**src/rtl/rom_dl_pkg.sv**
```systemverilog
// rom_dl_pkg -- shared definitions for the ROM download controller.
//
// Contents:
//   dl_state_e    controller FSM states (NOROM, LOAD, HOLD, RUN)
//   DL_INDEX_ROM  data_io slot that carries the game ROM image
//   DN_ADDR_W     width of the ROM write address to the game core
package rom_dl_pkg;

    typedef enum logic [1:0] {
        ST_NOROM = 2'd0,
        ST_LOAD  = 2'd1,
        ST_HOLD  = 2'd2,
        ST_RUN   = 2'd3
    } dl_state_e;

    localparam logic [7:0] DL_INDEX_ROM = 8'd0;
    localparam int unsigned DN_ADDR_W   = 16;

endpackage : rom_dl_pkg

```
**src/rtl/rom_dl_ctrl_rst_hold_cnt.sv**
```systemverilog
// rst_hold_cnt -- loadable down-counter with a zero flag.
//
// Ports:
//   clk      in   clock
//   rst      in   asynchronous active-high reset (count -> 0)
//   load     in   load load_val this cycle (wins over counting)
//   load_val in   W  value loaded on load
//   zero     out  count is zero
//
// When not loading, the count decrements until it reaches zero and stays there.
module rst_hold_cnt #(
    parameter int unsigned W = 11
) (
    input  logic         clk,
    input  logic         rst,
    input  logic         load,
    input  logic [W-1:0] load_val,
    output logic         zero
);

    logic [W-1:0] count_q;
    logic [W-1:0] count_d;

    always_comb begin
        count_d = count_q;
        if (load) begin
            count_d = load_val;
        end else if (count_q != '0) begin
            count_d = count_q - 1'b1;
        end
    end

    always_ff @(posedge clk or posedge rst) begin
        if (rst) begin
            count_q <= '0;
        end else begin
            count_q <= count_d;
        end
    end

    assign zero = (count_q == '0);

endmodule : rst_hold_cnt

```
**src/rtl/rom_dl_ctrl.sv**
```systemverilog
// rom_dl_ctrl -- sits between data_io and the game core: forwards ROM image
// bytes, keeps the core in reset while there is no ROM or a download is in
// flight, and reports size/overflow/checksum status for the last index-0 image.
//
// Build option: define ROM_DL_CHECKSUM_EN to build the byte-sum accumulator;
// without it checksum is tied to 8'h00.
//
// Ports:
//   clk_sys, reset            clock; asynchronous active-high reset
//   ioctl_download/index/wr/addr/dout   data_io download interface
//   user_reset                OSD or button reset, level
//   dn_addr/dn_data/dn_wr     ROM write port to the game core
//   core_reset                registered game core reset
//   rom_loaded/size_ok/addr_ovf/dl_bytes/checksum   download status
//   state_dbg                 current FSM state
//
// Strobe semantics: ioctl_wr is a one-cycle byte-valid with no back-pressure;
// the byte is consumed in that cycle if accepted, and dn_wr is a one-cycle
// valid one clock later with dn_addr/dn_data held until the next byte.
module rom_dl_ctrl
    import rom_dl_pkg::*;
#(
    parameter logic [16:0] EXPECT_BYTES = 17'h10000,
    parameter int unsigned HOLD_CYCLES  = 1024
) (
    input  logic                 clk_sys,
    input  logic                 reset,
    input  logic                 ioctl_download,
    input  logic [7:0]           ioctl_index,
    input  logic                 ioctl_wr,
    input  logic [24:0]          ioctl_addr,
    input  logic [7:0]           ioctl_dout,
    input  logic                 user_reset,
    output logic [DN_ADDR_W-1:0] dn_addr,
    output logic [7:0]           dn_data,
    output logic                 dn_wr,
    output logic                 core_reset,
    output logic                 rom_loaded,
    output logic                 size_ok,
    output logic                 addr_ovf,
    output logic [16:0]          dl_bytes,
    output logic [7:0]           checksum,
    output dl_state_e            state_dbg
);

    localparam int unsigned CNT_W = $clog2(HOLD_CYCLES + 1);
    localparam logic [CNT_W-1:0] HOLD_LOAD = CNT_W'(HOLD_CYCLES - 1);

    dl_state_e            state_q, state_d;
    logic                 dl_prev_q;
    logic                 idx0_q, idx0_d;
    logic                 core_reset_q, core_reset_d;
    logic                 rom_loaded_q, rom_loaded_d;
    logic                 size_ok_q, size_ok_d;
    logic                 addr_ovf_q, addr_ovf_d;
    logic [16:0]          dl_bytes_q, dl_bytes_d;
    logic                 dn_wr_q, dn_wr_d;
    logic [DN_ADDR_W-1:0] dn_addr_q, dn_addr_d;
    logic [7:0]           dn_data_q, dn_data_d;
    logic                 cnt_load, cnt_zero;
    logic                 dl_rise, dl_fall, is_rom_idx, strobe_rom, accept, ovf_hit;

    assign is_rom_idx = (ioctl_index == DL_INDEX_ROM);
    assign dl_rise    = ioctl_download & ~dl_prev_q;
    assign dl_fall    = ~ioctl_download & dl_prev_q;
    assign strobe_rom = ioctl_wr & ioctl_download & is_rom_idx;
    // The ROM window is 64 KiB; anything above it is dropped and flagged.
    assign accept     = strobe_rom & (ioctl_addr[24:16] == '0);
    assign ovf_hit    = strobe_rom & (ioctl_addr[24:16] != '0);

    rst_hold_cnt #(.W(CNT_W)) u_hold_cnt (
        .clk      (clk_sys),
        .rst      (reset),
        .load     (cnt_load),
        .load_val (HOLD_LOAD),
        .zero     (cnt_zero)
    );

    // FSM. A new download always wins, including over user_reset in RUN.
    always_comb begin
        state_d  = state_q;
        cnt_load = 1'b0;
        case (state_q)
            ST_NOROM: if (dl_rise) state_d = ST_LOAD;
            ST_LOAD: begin
                if (dl_fall) begin
                    state_d  = ST_HOLD;
                    cnt_load = 1'b1;
                end
            end
            ST_HOLD: begin
                if (dl_rise) begin
                    state_d = ST_LOAD;
                end else if (cnt_zero && !rom_loaded_q) begin
                    state_d = ST_NOROM;
                end else if (user_reset) begin
                    // Restart the hold so release is timed from user_reset falling.
                    cnt_load = 1'b1;
                end else if (cnt_zero) begin
                    state_d = ST_RUN;
                end
            end
            ST_RUN: begin
                if (dl_rise) begin
                    state_d = ST_LOAD;
                end else if (user_reset) begin
                    state_d  = ST_HOLD;
                    cnt_load = 1'b1;
                end
            end
            default: state_d = ST_NOROM;
        endcase
        // Registered from the current state: releases one clock after RUN is entered.
        core_reset_d = (state_q != ST_RUN);
    end

    // Download bookkeeping and the write port.
    always_comb begin
        idx0_d       = idx0_q;
        rom_loaded_d = rom_loaded_q;
        size_ok_d    = size_ok_q;
        addr_ovf_d   = addr_ovf_q;
        dl_bytes_d   = dl_bytes_q;
        dn_wr_d      = accept;
        dn_addr_d    = dn_addr_q;
        dn_data_d    = dn_data_q;

        if (dl_rise) begin
            idx0_d = is_rom_idx;
            if (is_rom_idx) begin
                dl_bytes_d = '0;
                addr_ovf_d = 1'b0;
            end
        end
        if (accept) begin
            dn_addr_d = ioctl_addr[DN_ADDR_W-1:0];
            dn_data_d = ioctl_dout;
            if (dl_bytes_d != 17'h1FFFF) dl_bytes_d = dl_bytes_d + 17'd1;
        end
        if (ovf_hit) addr_ovf_d = 1'b1;
        // Uses the already-updated next values so a same-cycle byte is counted.
        if (dl_fall && idx0_q) begin
            rom_loaded_d = 1'b1;
            size_ok_d    = (dl_bytes_d == EXPECT_BYTES) && !addr_ovf_d;
        end
    end

    always_ff @(posedge clk_sys or posedge reset) begin
        if (reset) begin
            state_q      <= ST_NOROM;
            dl_prev_q    <= 1'b0;
            idx0_q       <= 1'b0;
            core_reset_q <= 1'b1;
            rom_loaded_q <= 1'b0;
            size_ok_q    <= 1'b0;
            addr_ovf_q   <= 1'b0;
            dl_bytes_q   <= '0;
            dn_wr_q      <= 1'b0;
            dn_addr_q    <= '0;
            dn_data_q    <= '0;
        end else begin
            state_q      <= state_d;
            dl_prev_q    <= ioctl_download;
            idx0_q       <= idx0_d;
            core_reset_q <= core_reset_d;
            rom_loaded_q <= rom_loaded_d;
            size_ok_q    <= size_ok_d;
            addr_ovf_q   <= addr_ovf_d;
            dl_bytes_q   <= dl_bytes_d;
            dn_wr_q      <= dn_wr_d;
            dn_addr_q    <= dn_addr_d;
            dn_data_q    <= dn_data_d;
        end
    end

`ifdef ROM_DL_CHECKSUM_EN
    logic [7:0] checksum_q, checksum_d;

    always_comb begin
        checksum_d = checksum_q;
        if (dl_rise && is_rom_idx) checksum_d = '0;
        if (accept) checksum_d = checksum_d + ioctl_dout;
    end

    always_ff @(posedge clk_sys or posedge reset) begin
        if (reset) begin
            checksum_q <= '0;
        end else begin
            checksum_q <= checksum_d;
        end
    end

    assign checksum = checksum_q;
`else
    assign checksum = 8'h00;
`endif

    assign dn_addr    = dn_addr_q;
    assign dn_data    = dn_data_q;
    assign dn_wr      = dn_wr_q;
    assign core_reset = core_reset_q;
    assign rom_loaded = rom_loaded_q;
    assign size_ok    = size_ok_q;
    assign addr_ovf   = addr_ovf_q;
    assign dl_bytes   = dl_bytes_q;
    assign state_dbg  = state_q;

endmodule : rom_dl_ctrl

```
**config.mk**
```make
export PLATFORM = sky130hd
export DESIGN_NAME = rom_dl_ctrl
export DESIGN_NICKNAME = d
export VERILOG_FILES = /design/src/rtl/rom_dl_pkg.sv /design/src/rtl/rom_dl_ctrl_rst_hold_cnt.sv /design/src/rtl/rom_dl_ctrl.sv
export SDC_FILE = /design/constraint.sdc
export NUM_CORES = 1
export LEC_CHECK = 0
export CORE_UTILIZATION = 45
export DETAILED_ROUTE_END_ITERATION = 8
export PLACE_DENSITY = 0.79
export SETUP_SLACK_MARGIN = 0.5
export SLEW_MARGIN = 10
export SYNTH_ARGS = -nofsm -noshare
export SYNTH_HDL_FRONTEND = slang
export SYNTH_SLANG_ARGS = --single-unit
```
**constraint.sdc**
```tcl
create_clock -name clk_sys -period 7 [get_ports clk_sys]
set_clock_uncertainty 0.05 [all_clocks]
set_input_delay 1.4 -clock clk_sys [delete_from_list [all_inputs] [get_ports clk_sys]]
set_output_delay 1.4 -clock clk_sys [all_outputs]
set_load 0.005 [all_outputs]
```
* Word level (Yosys, flattened, before mapping)
Index checks and enable logic that the tools add are counted.
** Operators by class
- Reduce and logical (&&, ||, !) cells :: 13
- Multiplexer cells :: 24
- Order comparisons :: 0
- Multipliers :: 0
- Shift-type cells :: 0
- Bitwise gates (word level) :: 8
- Add/sub/neg operators :: 2
- Divide/modulo/power cells :: 0
- Equality and inequality tests :: 11
** Operators by type and width (count)
- $mux 17 :: 4
- $mux 11 :: 2
- $add 17x1->17 const B :: 1
- $eq 17x17->1 const B :: 1
- $ne 17x17->1 const B :: 1
- $mux 2 :: 8
- $logic_not 11->1 :: 1
- $reduce_bool 11->1 :: 1
- $sub 11x1->11 const B :: 1
- $logic_not 9->1 :: 1
- $reduce_bool 9->1 :: 1
- $logic_not 8->1 :: 1
- $mux 1 :: 8
- $ne 4x4->1 const B :: 2
- $pmux 2 s4 :: 1
- $and 1x1->1 :: 6
- $ne 2x2->1 const B :: 3
- $reduce_and 5->1 :: 1
- $eq 2x2->1 const B :: 2
- $logic_and 1x1->1 :: 3
- $ne 3x3->1 const B :: 1
- $pmux 1 s3 :: 1
- $eq 2x1->1 const B :: 1
- $logic_not 1->1 :: 2
- 3 further kinds :: 4
** Storage, ports and cells
- Register bits after elaboration :: 61
- ROM bits :: 0
- Input port bits :: 46
- Output and inout port bits :: 56
- Bits in latches :: 0
- Memories kept :: 0
- RAM bits :: 0
- Word-level logic and storage cells :: 70

* Logic depth before layout (Yosys ltp)
Gate-level depths: netlist of run 1.
- Word-level depth :: 8
- Mapped depth :: 13
- Mapped depth without buffers :: 11

* Modules after synthesis
A second synthesis of run 1 with hierarchy kept.
** Second synthesis, totals
- Cells, all modules :: 281
- Area total of the unflattened synthesis :: 3076.7 um2
** By module, submodules not included
- rom_dl_ctrl :: times used 1, area each 2452.4 um2, seq. area each 1252.5 um2, cells each 218
- rst_hold_cnt :: times used 1, area each 624.3 um2, seq. area each 275.3 um2, cells each 63

* Worst setup path after synthesis of run 1
No wires, ideal clock.
- Kind :: input-to-reg
- From :: input ioctl_index[5]
- To :: register size_ok_q (netlist: size_ok)
- Library setup time :: 0.076 ns
- Required time :: 6.874 ns
- Buffers on the path :: 1
- Stages :: 11
- Data arrival time :: 3.774 ns
- Path slack :: 3.100 ns
- Cells stage by stage :: nor4_4 -> nand3_4 -> buf_6 -> and2_1 -> ha_1 -> and4_2 -> a2111oi_0 -> mux2i_1 -> a2111oi_2 -> o2111ai_1 -> o21ai_1
** Between the ends
- Longest elaborated chain between the ends :: 8
- Elaborated cells on any way between the ends :: 16
- Those cells by class :: add/sub: 1; eq/ne: 2; mux: 7; bitwise: 3; reduce/logical: 3
** Ends and longest elaborated chain
- from (decl) :: RTL line rom_dl_ctrl.sv:29 : input logic [7:0] ioctl_index,
- $logic_not 8->1 * :: RTL line rom_dl_ctrl.sv:63 : assign is_rom_idx = (ioctl_index == DL_INDEX_ROM);
- $mux 17 :: RTL line rom_dl_ctrl.sv:130 : if (is_rom_idx) begin
- $mux 17 :: RTL line rom_dl_ctrl.sv:128 : if (dl_rise) begin
- $add 17x1->17 or $ne 17x17->1 (tied branches) :: RTL line rom_dl_ctrl.sv:138 : if (dl_bytes_d != 17'h1FFFF) dl_bytes_d = dl_bytes_d + 17'd1;
- $mux 17 :: RTL line rom_dl_ctrl.sv:138
- $mux 17 * :: RTL line rom_dl_ctrl.sv:135 : if (accept) begin
- via dl_bytes_d[3] :: RTL line rom_dl_ctrl.sv:56 : logic [16:0] dl_bytes_q, dl_bytes_d;
- $eq 17x17->1 * :: RTL line rom_dl_ctrl.sv:144 : size_ok_d = (dl_bytes_d == EXPECT_BYTES) && !addr_ovf_d;
- $logic_and 1x1->1 * :: RTL line rom_dl_ctrl.sv:144
- to (signal assigned) :: RTL line rom_dl_ctrl.sv:167 : size_ok_q <= size_ok_d;
- to (decl) :: RTL line rom_dl_ctrl.sv:54 : logic size_ok_q, size_ok_d;
Mark *: on every way through the listed nets, which the timed path passes. The rest lies on a longest branch.
A chain may end at the register's enable or synchronous reset.

* Worst setup path after layout of run 1
- From :: input ioctl_download
- To :: register size_ok_q (netlist: size_ok)
** Between the ends
- Longest elaborated chain between the ends :: 7
- Elaborated cells on any way between the ends :: 18
- Those cells by class :: add/sub: 1; eq/ne: 2; mux: 5; bitwise: 7; reduce/logical: 3
** Ends and longest elaborated chain
- from (decl) :: RTL line rom_dl_ctrl.sv:28 : input logic ioctl_download,
- $and 1x1->1 :: RTL line rom_dl_ctrl.sv:64 : assign dl_rise = ioctl_download & ~dl_prev_q;
- $mux 17 :: RTL line rom_dl_ctrl.sv:128
- $add 17x1->17 or $ne 17x17->1 (tied branches) :: RTL line rom_dl_ctrl.sv:138
- $mux 17 :: RTL line rom_dl_ctrl.sv:138
- $mux 17 * :: RTL line rom_dl_ctrl.sv:135
- via dl_bytes_d[3] :: RTL line rom_dl_ctrl.sv:56
- $eq 17x17->1 * :: RTL line rom_dl_ctrl.sv:144
- $logic_and 1x1->1 * :: RTL line rom_dl_ctrl.sv:144
Marked as above.

==> flow_metrics.tcl, run 1 <==
set metrics [dict create \
    outcome "finished, violations left" \
    violations "DRC" \
    clk_latency_ns 0.34 \
    finalPower_mw 0.8035 \
    ys_ff_latch 61 \
    pin_count 102 \
    finalCritPeriodShare_pct 64.08 \
    grt_pass1_vias 2443 \
    synth-adder-area-share_pct 0.8084 \
    syn-cell-area_sq_um 3095 \
    cp_max_fo 19 \
    r2r_cells 10 \
    via_count 2464 \
    post_dp_cell_area_sq_um 4043 \
    endpoint_kind "register" \
    firstDrtPassIters 6 \
    syn_to_final_growth_pct 37.03 \
    cts_inserted_buffers 9 \
    overflow 0 \
    core_area_sq_um 6495 \
    worstReg2RegStart "dl_prev_q$_DFF_PP0_" \
    yosys_warnings 0 \
    synth_area_per_cell_sq_um 11.09 \
    dieArea_sq_um 7215 \
    nNetsFinal 424 \
    fin_setup_tns_ns 0 \
    finalHoldViolations 0 \
    yosys.area_share.simple_pct 22.31 \
    synth_cell_types 59 \
    grt_first_pass_wirelength_um 11560 \
    holdPathEnd "core_reset$_DFF_PP1_" \
    reg2reg_to "size_ok$_DFFE_PP0P_" \
    pwr-share-seq_pct 48.4 \
    detail-route-antenna-nets 0 \
    grt_max_degree 62 \
    holdCritStartpoint "state_dbg[1]$_DFFE_PP0P_" \
    wl_per_cell_um 14.86 \
    dieHeight_um 84.94 \
    post_cts_resized 0 \
    routed_via_density 5.392 \
    grt_setup_unrepaired "false" \
    arrival_ns 4.70 \
    synth_mux_area_share_pct 10.06 \
    fmax_mhz 222.9 \
    required_ns 7.22 \
    drive_gt1_share_pct 17.11 \
    antenna_found_initial 0 \
    track_usage_pct 20.74 \
    hp-class "register to register" \
    power.leakage_nw 1.804 \
    worst_slew_pin_slew_ns 0.7575 \
    drc 4 \
    path_clk_slew_ns 0.07 \
    gp_congestion 0.9191 \
    power_per_cell_area_nw_per_um2 189.4 \
    ys_async_sr_fraction_pct 100.0 \
    start_util_pct 47.66 \
    clockBufferDepth 2 \
    netSwitchingFraction_pct 24.34 \
    drt_iter0_markers 108 \
    finalCriticalPeriod_ns 4.486 \
    min_path_cells 1 \
    critical_path_class "input port to register" \
    dp_hpwl_um 5056 \
    setup_violations 0 \
    io_buffers 93 \
    synth-edff-count 0 \
    cp-start-kind "input port" \
    clockRootBuffer "clkbuf_8" \
    final_cell_area_sq_um 4242 \
    internal_power_mw 0.6080 \
    synth_ff_type "dfrtp_1" \
    maxSlewViolCount 0 \
    cts_tree "done" \
    synth_compound_area_share_pct 8.246 \
    cts.sinks 61 \
    num_rows 29 \
    wl_um 6789 \
    p_comb_share_pct 12.7 \
    die_w_um 84.94 \
    p_clk_share_pct 38.9 \
    irDropWorstVdd_uv 118.0 \
    ctsHoldBuffers 0 \
    drv_cap 0 \
    cts_setup_buffers 0 \
    synth-xor-area-share_pct 4.244 \
    antenna_cells 0 \
    htree_levels 3 \
    max-slew-margin-rel_pct 49.50 \
    synthCells 279 \
    r2r_slack_ns 3.76 \
    seq_area_frac_synth_pct 49.35 \
    switching_power_mw 0.1955 \
    synth_top_family_by_area "simple AND/OR/NAND/NOR gates" \
]
## worst max-delay path by stage
| stage | slack (ns) | cells after the start | endpoint | from |
|---|---|---|---|---|
| 3_3_place_gp | 2.28 | 11 | size_ok$_DFFE_PP0P_ | ioctl_download |
| 3_5_place_dp | 2.12 | 11 | size_ok$_DFFE_PP0P_ | ioctl_download |
| 5_1_grt | 2.21 | 11 | size_ok$_DFFE_PP0P_ | ioctl_download |
| 2_1_floorplan | 3.10 | 11 | size_ok$_DFFE_PP0P_ | ioctl_index[5] |
| 6_report | 2.51 | 11 | size_ok$_DFFE_PP0P_ | ioctl_download |
| 4_1_cts | 2.50 | 11 | size_ok$_DFFE_PP0P_ | ioctl_download |
## sequential cells by signal, summed over array words and instances (netlist names)
register,count
dl_bytes,17
dn_addr,16
u_hold_cnt.count_q,11
dn_data,8
state_dbg,2
addr_ovf,1
core_reset,1
dl_prev_q,1
dn_wr,1
idx0_q,1
rom_loaded,1
size_ok,1
## layer usage
layer	global-route usage [%]	vias to the layer above	share of wire (%)
met5	0	-	0
met4	6.780	0	1.7
met3	7.588	11	6.9
met2	34.31	78	49
met1	25.19	1184	42
li1	-	1191	-
## layout make-up
type / instances / area, sq um
clock buffer: 11 / 151.4
fill: 524 / 2253
multi-input combinational: 202 / 1446
clock inverter: 4 / 47.55
inverter: 7 / 26.28
tap: 77 / 96.34
timing repair buffer: 95 / 945.9
sequential: 61 / 1528
## cell usage after synthesis, drive strengths merged, types with 6 or more instances
cell     n  area, sq um
o21ai   10        50.04
nor2    16        60.06
nand2   26        97.59
nand2b   6        37.54
dfrtp   60         1501
nand3   12        72.57
xnor2    8        70.07
buf     15        110.1
xor2     7        61.31
and2     6        40.03
nor3     9        55.05
nand4    6        37.54
inv      7        26.28
mux2    25        281.5
nor4     7        73.82
## power groups by stage
stage                     clock, mW  combinational [mW]  sequential [mW]
final                         0.313               0.102            0.389
after global placement            0              0.0997            0.395
after global routing          0.335               0.118            0.392
after detailed placement          0               0.103            0.396
after CTS                     0.324               0.104            0.389
after floorplan                   0              0.0603            0.393
## cells by family (layout without fill, tap and decap cells)
family	count (synthesis)	in the layout
DFF	61	61
and+or+nand+nor	115	115
xor gates and xnor gates	15	15
other	1	8
buffers and inverters	23	117
muxes	28	28
AOI/OAI and AO/OA	34	34
adders and majority gates	2	2
## through the flow
stage	hold WS (ns)	worst slack, ns	cells	utilization (%)
3_3_place_gp	0.3886	2.285	442	62.24
4_1_cts	0.4088	2.496	457	65.31
3_5_place_dp	0.3992	2.123	442	62.24
2_1_floorplan	0.3873	3.100	286	-
5_1_grt	0.4322	2.206	457	65.31
6_report	0.4033	2.514	457	65.31
## cell usage in the layout (no fill, tap or decap), drive strengths merged, types with 6 or more instances in the layout
cell	instances
nand4	6
nor4	7
inv	7
xnor2	8
mux2	25
nor2	16
dfrtp	60
clkbuf	11
nand2b	6
nor3	9
xor2	7
and2	6
conb	8
o21ai	10
nand3	12
clkdlybuf4s50	93
nand2	26
## worst max-delay path, cell delays in order
cell and delay, ns:
clkdlybuf4s50_1 0.53, nor2b_1 0.46, nand3_4 0.26, and2_2 0.30
ha_1 0.24, and4_2 0.26, a2111oi_0 0.47, mux2i_1 0.19
a2111oi_2 0.27, o2111ai_1 0.16, o21ai_1 0.14
(Power assumes the default switching activity.)
==> inputs of run 2 (changes only) <==
--- a/config.mk
+++ b/config.mk
@@ -5,9 +5,9 @@
 export SDC_FILE = /design/constraint.sdc
 export NUM_CORES = 1
 export LEC_CHECK = 0
-export CORE_UTILIZATION = 45
+export CORE_UTILIZATION = 42
 export DETAILED_ROUTE_END_ITERATION = 8
-export PLACE_DENSITY = 0.79
+export PLACE_DENSITY = 0.77
 export SETUP_SLACK_MARGIN = 0.5
 export SLEW_MARGIN = 10
 export SYNTH_ARGS = -nofsm -noshare
==> constraint.sdc (replaced) <==
create_clock -name clk_sys -period 4 [get_ports clk_sys]
set_clock_uncertainty 0.05 [all_clocks]
set_input_delay 0.8 -clock clk_sys [delete_from_list [all_inputs] [get_ports clk_sys]]
set_output_delay 0.8 -clock clk_sys [all_outputs]
set_load 0.005 [all_outputs]
==> flow_metrics.tcl, run 2 (same netlist as run 1, synthesis figures left out) <==
set metrics [dict create \
    outcome "complete, no violations" \
    drc 0 \
    wl_per_cell_um 15.17 \
    overflow 0 \
    drt_iter0_markers 114 \
    grt_util_met2_pct 33.83 \
    endpoint_kind "register" \
    via_count 2525 \
    cp_max_fo 5 \
    power.leakage_nw 1.825 \
    holdCritStartpoint "state_dbg[1]$_DFFE_PP0P_" \
    clockRootBuffer "clkbuf_8" \
    grt_pass1_vias 2475 \
    clk_latency_ns 0.33 \
    r2r_cells 7 \
    antenna_found_initial 0 \
    setup_violations 0 \
    die_w_um 87.85 \
    cts_tree "done" \
    r2r_slack_ns 1.24 \
    firstDrtPassIters 4 \
    nNetsFinal 430 \
    drive_gt1_share_pct 19.38 \
    grt_max_degree 44 \
    maxSlewViolCount 0 \
    start_util_pct 44.58 \
    htree_levels 3 \
    fill_cells 595 \
    largest_reg_flops 17 \
    dp_hpwl_um 5421 \
    path_clk_slew_ns 0.07 \
    clockBufferDepth 2 \
    antenna_cells 0 \
    holdPathEnd "core_reset$_DFF_PP1_" \
    gp_congestion 0.8975 \
    grt_first_pass_wirelength_um 11820 \
    most-common-layout-cells "clkdlybuf4s50_1, dfrtp_1, nand2_1, mux2_2, nor2_1" \
    worstReg2RegStart "u_hold_cnt.count_q[3]$_DFFE_PP0P_" \
    track_usage_pct 20.29 \
    grt_busiest_layer "met2" \
    required_ns 4.21 \
    use_met1_pct 26.06 \
    syn_to_final_growth_pct 39.61 \
    grt_setup_unrepaired "false" \
    arrival_ns 3.59 \
    fmax_mhz 296.0 \
    whs_ns 0.3930 \
    finalHoldViolations 0 \
    place_inst 465 \
    core_area_sq_um 6944 \
    hp-class "register to register" \
    detail-route-antenna-nets 0 \
    grtUsageMet3_pct 5.749 \
    fin_setup_tns_ns 0 \
    reg2reg_to "u_hold_cnt.count_q[8]$_DFFE_PP0P_" \
    fin_cells 483 \
    critical_path_class "input port to register" \
    num_rows 30 \
    dieHeight_um 87.85 \
    finalCriticalPeriod_ns 3.378 \
    postLayoutCoreUtil_pct 62.23 \
    routed_via_density 5.228 \
    irDropWorstVdd_uv 199.8 \
    drv_cap 0 \
    final_common_cell "clkdlybuf4s50_1" \
    wl_um 7326 \
    max-slew-margin-rel_pct 50.07 \
    pin_count 102 \
    cts.sinks 61 \
    post_dp_cell_area_sq_um 4096 \
    worst_slew_pin_slew_ns 0.7433 \
    dieArea_sq_um 7718 \
    cts_inserted_buffers 9 \
    ctsHoldBuffers 0 \
    cp-start-kind "input port" \
    finalCritPeriodShare_pct 84.45 \
    power_per_cell_area_nw_per_um2 314.4 \
    io_buffers 93 \
    min_path_cells 1 \
    final_cell_area_sq_um 4322 \
]
==> run 2: changes by cell type in the layout (fill, tap and decap cells not counted) <==
cell and change:
a2111oi_0 -2, a2111oi_2 +1, a2111oi_4 +1, a211oi_1 -1
a211oi_2 +1, buf_4 +6, bufinv_16 -1, clkbuf_1 +1
clkinv_2 +1, nor2b_1 -1, nor2b_2 +1
==> run 2: where the power goes <==
part / leakage (nW) / internal, mW / switching, mW
clock network: 0.0921 / 0.256 / 0.235
registers: 0.795 / 0.650 / 0.0332
logic: 0.937 / 0.0996 / 0.0851
total: 1.82 / 1.01 / 0.354
==> run 2: stage by stage <==
stage	setup WS, ns	power [mW]
6_report	0.6220	1.359
5_1_grt	0.4715	1.435
4_1_cts	0.5267	1.376
3_5_place_dp	0.08325	0.8763
3_3_place_gp	0.1959	0.8663
2_1_floorplan	0.6997	0.7929
==> run 2: what timing repair did <==
action	4_1_cts	5_1_grt
endpoints found under the hold margin	0	0
buffers inserted	0	2
setup endpoints to repair	1	1
gates resized for setup	1	6
pin swaps	0	4
cloned	0	0
==> run 2: layout make-up <==
| class | count | area (sq um) | share of cell area (%) |
|---|---|---|---|
| Multi-Input combinational cell | 202 | 1479 | 34.22 |
| Inverter | 7 | 26.28 | 0.6080 |
| Timing Repair Buffer | 101 | 991.0 | 22.93 |
| Clock inverter | 4 | 22.52 | 0.5211 |
| Tap cell | 96 | 120.1 | 2.779 |
| Clock buffer | 12 | 155.1 | 3.590 |
| Sequential cell | 61 | 1528 | 35.35 |
==> run 2: critical path, cell delays in order <==
cell and delay (ns):
clkdlybuf4s50_1 0.46, nor4_4 0.42, nand3_4 0.13, and2_2 0.23
ha_1 0.24, and4_2 0.29, a2111oi_4 0.32, mux2i_1 0.16
a2111oi_2 0.24, o2111ai_1 0.17, o21ai_1 0.15
==> run 2: worst max-delay path by stage <==
stage                   start                  end  slack (ns)  cells after the start
3_5_place_dp   ioctl_index[5]  size_ok$_DFFE_PP0P_        0.08                     11
2_1_floorplan  ioctl_index[5]  size_ok$_DFFE_PP0P_        0.70                     11
6_report       ioctl_index[6]  size_ok$_DFFE_PP0P_        0.62                     11
5_1_grt        ioctl_index[6]  size_ok$_DFFE_PP0P_        0.47                     11
3_3_place_gp   ioctl_index[1]  size_ok$_DFFE_PP0P_        0.20                     11
4_1_cts        ioctl_index[5]  size_ok$_DFFE_PP0P_        0.53                     11
==> run 2: per-layer routing <==
| metal | vias to the layer above | part of all wire, % |
|---|---|---|
| li1 | 1206 | - |
| met1 | 1238 | 43 |
| met2 | 74 | 52 |
| met3 | 7 | 4.4 |
| met4 | 0 | 0.75 |
| met5 | - | 0 |
==> inputs of run 3 (changes only) <==
--- a/config.mk
+++ b/config.mk
@@ -5,9 +5,9 @@
 export SDC_FILE = /design/constraint.sdc
 export NUM_CORES = 1
 export LEC_CHECK = 0
-export CORE_UTILIZATION = 42
+export CORE_UTILIZATION = 45
 export DETAILED_ROUTE_END_ITERATION = 8
-export PLACE_DENSITY = 0.77
+export PLACE_DENSITY = 0.79
 export SETUP_SLACK_MARGIN = 0.5
 export SLEW_MARGIN = 10
 export SYNTH_ARGS = -nofsm -noshare
==> constraint.sdc (replaced) <==
create_clock -name clk_sys -period 3.4 [get_ports clk_sys]
set_clock_uncertainty 0.05 [all_clocks]
set_input_delay 0.68 -clock clk_sys [delete_from_list [all_inputs] [get_ports clk_sys]]
set_output_delay 0.68 -clock clk_sys [all_outputs]
set_load 0.005 [all_outputs]
==> flow_metrics.tcl, run 3 (same netlist as run 1, synthesis figures left out) <==
set metrics [dict create \
    outcome "finished, violations left" \
    violations "DRC" \
    htree_levels 3 \
    antenna_found_initial 0 \
    nNetsFinal 445 \
    via_count 2714 \
    wl_per_cell_um 16.45 \
    finalHoldViolations 0 \
    min_path_cells 1 \
    cts.sinks 61 \
    final_common_cell "clkdlybuf4s50_1" \
    pin_count 102 \
    fmax_mhz 356.3 \
    io_buffers 93 \
    r2r_cells 7 \
    dieHeight_um 84.94 \
    detail-route-antenna-nets 0 \
    cts_tree "done" \
    track_usage_pct 22.93 \
    ctsHoldBuffers 0 \
    dieArea_sq_um 7215 \
    arrival_ns 3.03 \
    num_rows 29 \
    wl_um 7880 \
    setup_violations 0 \
    grt_setup_unrepaired "false" \
    cts_inserted_buffers 9 \
    finalCritPeriodShare_pct 82.55 \
    fin_setup_tns_ns 0 \
    cp_max_fo 5 \
    endpoint_kind "register" \
    r2r_slack_ns 0.64 \
    path_cells "dlygate4sd2_1 > nor4_4 > nand3_4 > and2_4 > ha_4 > and4_4 > buf_6 > a2111oi_4 > mux2i_2 > a2111oi_4 > o2111ai_2 > o21ai_1" \
    cp-start-kind "input port" \
    fill_cells 518 \
    core_area_sq_um 6495 \
    hp-class "register to register" \
    max-slew-margin-rel_pct 48.06 \
    clockRootBuffer "clkbuf_8" \
    most-common-layout-cells "clkdlybuf4s50_1, dfrtp_1, nand2_1, mux2_2, buf_4" \
    grt_pass1_vias 2688 \
    cpPeakStageDelay_ns 0.36 \
    postLayoutCoreUtil_pct 68.56 \
    clockBufferDepth 2 \
    overflow 0 \
    finalCriticalPeriod_ns 2.807 \
    firstDrtPassIters 7 \
    gp_congestion 0.8960 \
    path_clk_slew_ns 0.07 \
    slowest_stage "a2111oi_4" \
    worst_slew_pin_slew_ns 0.7683 \
    drive_gt1_share_pct 24.88 \
    maxSlewViolCount 0 \
    syn_to_final_growth_pct 43.86 \
    regArea_sq_um 1528 \
    start_util_pct 47.66 \
    antenna_cells 0 \
    required_ns 3.62 \
    largest_reg_flops 17 \
    power.leakage_nw 1.934 \
    critical_path_class "input port to register" \
    drc 5 \
    drv_cap 0 \
    power_per_cell_area_nw_per_um2 372.3 \
    clk_latency_ns 0.34 \
    dp_hpwl_um 5796 \
    die_w_um 84.94 \
    crit_top_cell "a2111oi_4" \
    multi_input_area_sq_um 1526 \
    drt_iter0_markers 104 \
    routed_via_density 5.666 \
    grt_max_degree 29 \
    grt_first_pass_wirelength_um 12840 \
    irDropWorstVdd_uv 265.2 \
]
-- run 3: where the power goes --
part	total [mW]	leakage [nW]	switching [mW]	internal (mW)
logic	0.221	1.04	0.106	0.115
clock network	0.631	0.0987	0.297	0.334
registers	0.806	0.795	0.0413	0.764
-- run 3: worst paths after layout --
check | start | to
min in group asynchronous | reset | dn_addr[13]$_DFFE_PP0P_
max reg2reg | u_hold_cnt.count_q[5]$_DFFE_PP0P_ | u_hold_cnt.count_q[4]$_DFFE_PP0P_
max in group asynchronous | reset | dn_data[0]$_DFFE_PP0P_
max | ioctl_index[3] | size_ok$_DFFE_PP0P_
min | state_dbg[1]$_DFFE_PP0P_ | core_reset$_DFF_PP1_
min reg2reg | state_dbg[1]$_DFFE_PP0P_ | core_reset$_DFF_PP1_
-- run 3: through the flow --
step	cell area (sq um)	hold WS, ns	std cells	power (mW)	setup slack (ns)
final	4453	0.4070	479	1.658	0.5934
after global routing	4453	0.4371	479	1.726	0.5048
after CTS	4427	0.4144	475	1.670	0.5125
after detailed placement	4184	0.4042	457	1.042	0.03546
after global placement	4184	0.3805	457	1.021	0.09546
after floorplan	3153	0.3873	286	0.9333	0.4414
-- run 3: what timing repair did --
| item | in CTS | in global routing |
|---|---|---|
| resized for setup | 18 | 12 |
| endpoints found under the setup margin | 1 | 1 |
| pin swaps | 13 | 9 |
| setup buffers | 2 | 4 |
-- run 3: worst max-delay path: cells and delay by family --
family / cells / cell delay [ns]
simple gates: 4 / 0.78
buf+inv: 2 / 0.37
compound gates: 4 / 0.89
fa+ha+maj: 1 / 0.17
mux: 1 / 0.14
-- run 3: layer usage --
metal	wire length (um)	share of wire, %	global-route usage [%]
met3	583	7.4	6.226
met4	69	0.88	5.701
met2	4106	52	39.52
met1	3121	40	28.62
met5	0	0	0
-- run 3: area by class of cell --
class / instances / area share, %
Tap cell: 77 / 2.164
Timing Repair Buffer: 116 / 24.39
Multi-Input combinational cell: 202 / 34.28
Sequential cell: 61 / 34.31
Clock buffer: 9 / 2.782
Clock inverter: 7 / 1.489
Inverter: 7 / 0.5901
==> patch: new RTL, config.mk and constraints of run 2 <==
The output `dn_wr` loses its register stage (`dn_wr_q` becomes a continuous assignment).
--- a/src/rtl/rom_dl_ctrl.sv
+++ b/src/rtl/rom_dl_ctrl.sv
@@ -155,7 +155,6 @@
             size_ok_q    <= 1'b0;
             addr_ovf_q   <= 1'b0;
             dl_bytes_q   <= '0;
-            dn_wr_q      <= 1'b0;
             dn_addr_q    <= '0;
             dn_data_q    <= '0;
         end else begin
@@ -167,11 +166,12 @@
             size_ok_q    <= size_ok_d;
             addr_ovf_q   <= addr_ovf_d;
             dl_bytes_q   <= dl_bytes_d;
-            dn_wr_q      <= dn_wr_d;
             dn_addr_q    <= dn_addr_d;
             dn_data_q    <= dn_data_d;
         end
     end
+
+    assign dn_wr_q = dn_wr_d;
 
 `ifdef ROM_DL_CHECKSUM_EN
     logic [7:0] checksum_q, checksum_d;
Behaviour: not the same (Yosys sat finds a counterexample within 4 cycles, from zero or initial values and one cycle with reset high).
==> patch against run 2 <==
Setup slack got worse by 0.0027 ns; wire length decreased by 0.76%; via count increased by 0.32%; sequential power is 1% lower; final area shrank 0.46%; sequential cell count decreased by 1; synthesized area down 0.81%; total power increased by 3.3%; critical path type unchanged.
==> patch: results <==
[routing]
ant_nets = 0
wl_mm = 7.270
drt-pass1-iter-count = 4
drtIter0Drc = 102
drcViolationCount = 0
viasPerCell = 5.255

[grt]
antenna_found_initial = 0
grt_util_all_layers_pct = 20.23
first_global_vias = 2570
grt_max_degree = 45
grt_pass1_wl_mm = 11.83

[cells_and_area]
drive_gt1_share_pct = 18.65
largest_reg_flops = 17
antenna_cells = 0
nNetsFinal = 429

[place]
dp_slack_ns = 0.06272
io_buffers = 93
place_hpwl_mm = 5.322
gp_congestion = 0.8464

[clock_tree]
path_clk_slew_ns = 0.07
cts_buffer_depth = 2
cts-root-buf = "clkbuf_8"
clk_latency_ns = 0.34
cts_buffers = 9
ctsHtreeMaxLevel = 3

[setup_path]
cp_max_fo = 7
regToRegEndpoint = "u_hold_cnt.count_q[4]"
r2r_slack_ns = 1.24
reg2regPathDepth = 7
rr_startpoint = "u_hold_cnt.count_q[6]"

[logic_synthesis]
synthXorXnorAreaFrac_pct = 4.279
synthMuxAreaShare_pct = 10.15
synth_compound_area_share_pct = 8.313
synth.distinct_cells = 59
ys_warn_count = 0
ys_seq_area_share_pct = 48.94
async_reset_ff_share_pct = 100.0
ys_top_cells_by_area = "dfrtp_1 48%, mux2_2 9.2%, nand2_1 3.2%"
synth_common_cells = "59 x dfrtp_1, 26 x nand2_1, 25 x mux2_2"
synth_adder_area_share_pct = 0.8150

[worst_hold_path]
hold_path_class = "reg -> reg"
min_from = "state_dbg[1]"
hold_path_depth = 1
worstHoldEndpoint = "core_reset"

[timing]
tns_ns = 0
max-slew-margin-rel_pct = 42.07

[power]
p_leak_nw = 1.838
ir_worst_vdd_mv = 0.2343

[outcome]
status = "complete, no violations"
[patch: through the flow]
stage / util, % / area, um^2 / hold WS [ns] / std cells / power [W]
after detailed placement: 58.63 / 4071 / 0.3959 / 464 / 0.0008640
final: 61.95 / 4302 / 0.3971 / 482 / 0.001404
after global placement: 58.63 / 4071 / 0.3842 / 464 / 0.0008547
after CTS: 61.50 / 4270 / 0.4071 / 480 / 0.001423
after global routing: 61.95 / 4302 / 0.4237 / 482 / 0.001475
after floorplan: - / 3097 / 0.3873 / 285 / 0.0007825
[patch: how the worst max path moves through the flow]
stage / start / slack [ns] / cells past startpoint / end
after floorplan: ioctl_index[5] / 0.70 / 11 / size_ok
after global placement: ioctl_index[5] / 0.18 / 11 / size_ok
after detailed placement: ioctl_index[5] / 0.06 / 11 / size_ok
after CTS: ioctl_index[5] / 0.51 / 11 / size_ok
after global routing: ioctl_index[2] / 0.43 / 11 / size_ok
final: ioctl_index[2] / 0.62 / 11 / size_ok
[patch: logic make-up (layout without fill, tap and decap cells)]
logic type	Yosys count	count (layout)
AO/OA/AOI/OAI	34	34
flip-flops	60	60
XOR/XNOR	15	15
AND/OR/NAND/NOR	115	115
multiplexers	28	28
other	1	8
buffers and inverters	23	124
adder cells (fa/ha/maj)	2	2
[patch: where the power goes]
group | internal (W) | switching (W) | total [W] | leakage (nW)
combinational | 0.0000989 | 0.0000804 | 0.000179 | 0.956
sequential | 0.000640 | 0.0000349 | 0.000675 | 0.781
clock | 0.000322 | 0.000228 | 0.000550 | 0.101
[patch: final cells by class]
| class | count | area [um^2] |
|---|---|---|
| repair buffers | 101 | 993.5 |
| well taps | 96 | 120.1 |
| clock buffers | 14 | 162.7 |
| inverters | 7 | 26.28 |
| clock inverters | 2 | 35.03 |
| multi-input cells | 202 | 1461 |
| flip-flops and latches | 60 | 1503 |
| fillers | 591 | 2643 |
[patch: repair_timing]
item / in CTS / in global routing
setup buffers: 0 / 2
endpoints found under the setup margin: 1 / 2
pin swaps: 0 / 3
hold endpoints to repair: 0 / 0
gates resized for setup: 1 / 5
[patch: critical path: stages]
cell and delay [ns]:
clkdlybuf4s50_1 0.45, nor4_4 0.40, nand3_4 0.15, and2_2 0.25, ha_1 0.24, and4_2 0.27
a2111oi_2 0.34, mux2i_1 0.16, a2111oi_2 0.24, o2111ai_1 0.16, o21ai_1 0.14
[patch: per-layer routing]
layer	share of wire (%)	vias to the layer above	wire length, um	global-route usage [%]
met5	0	-	0	0
met1	42	1237	3061	24.82
met2	51	80	3733	33.74
met4	2.4	0	171	8.942
li1	-	1198	-	-
met3	4.2	18	303	5.118
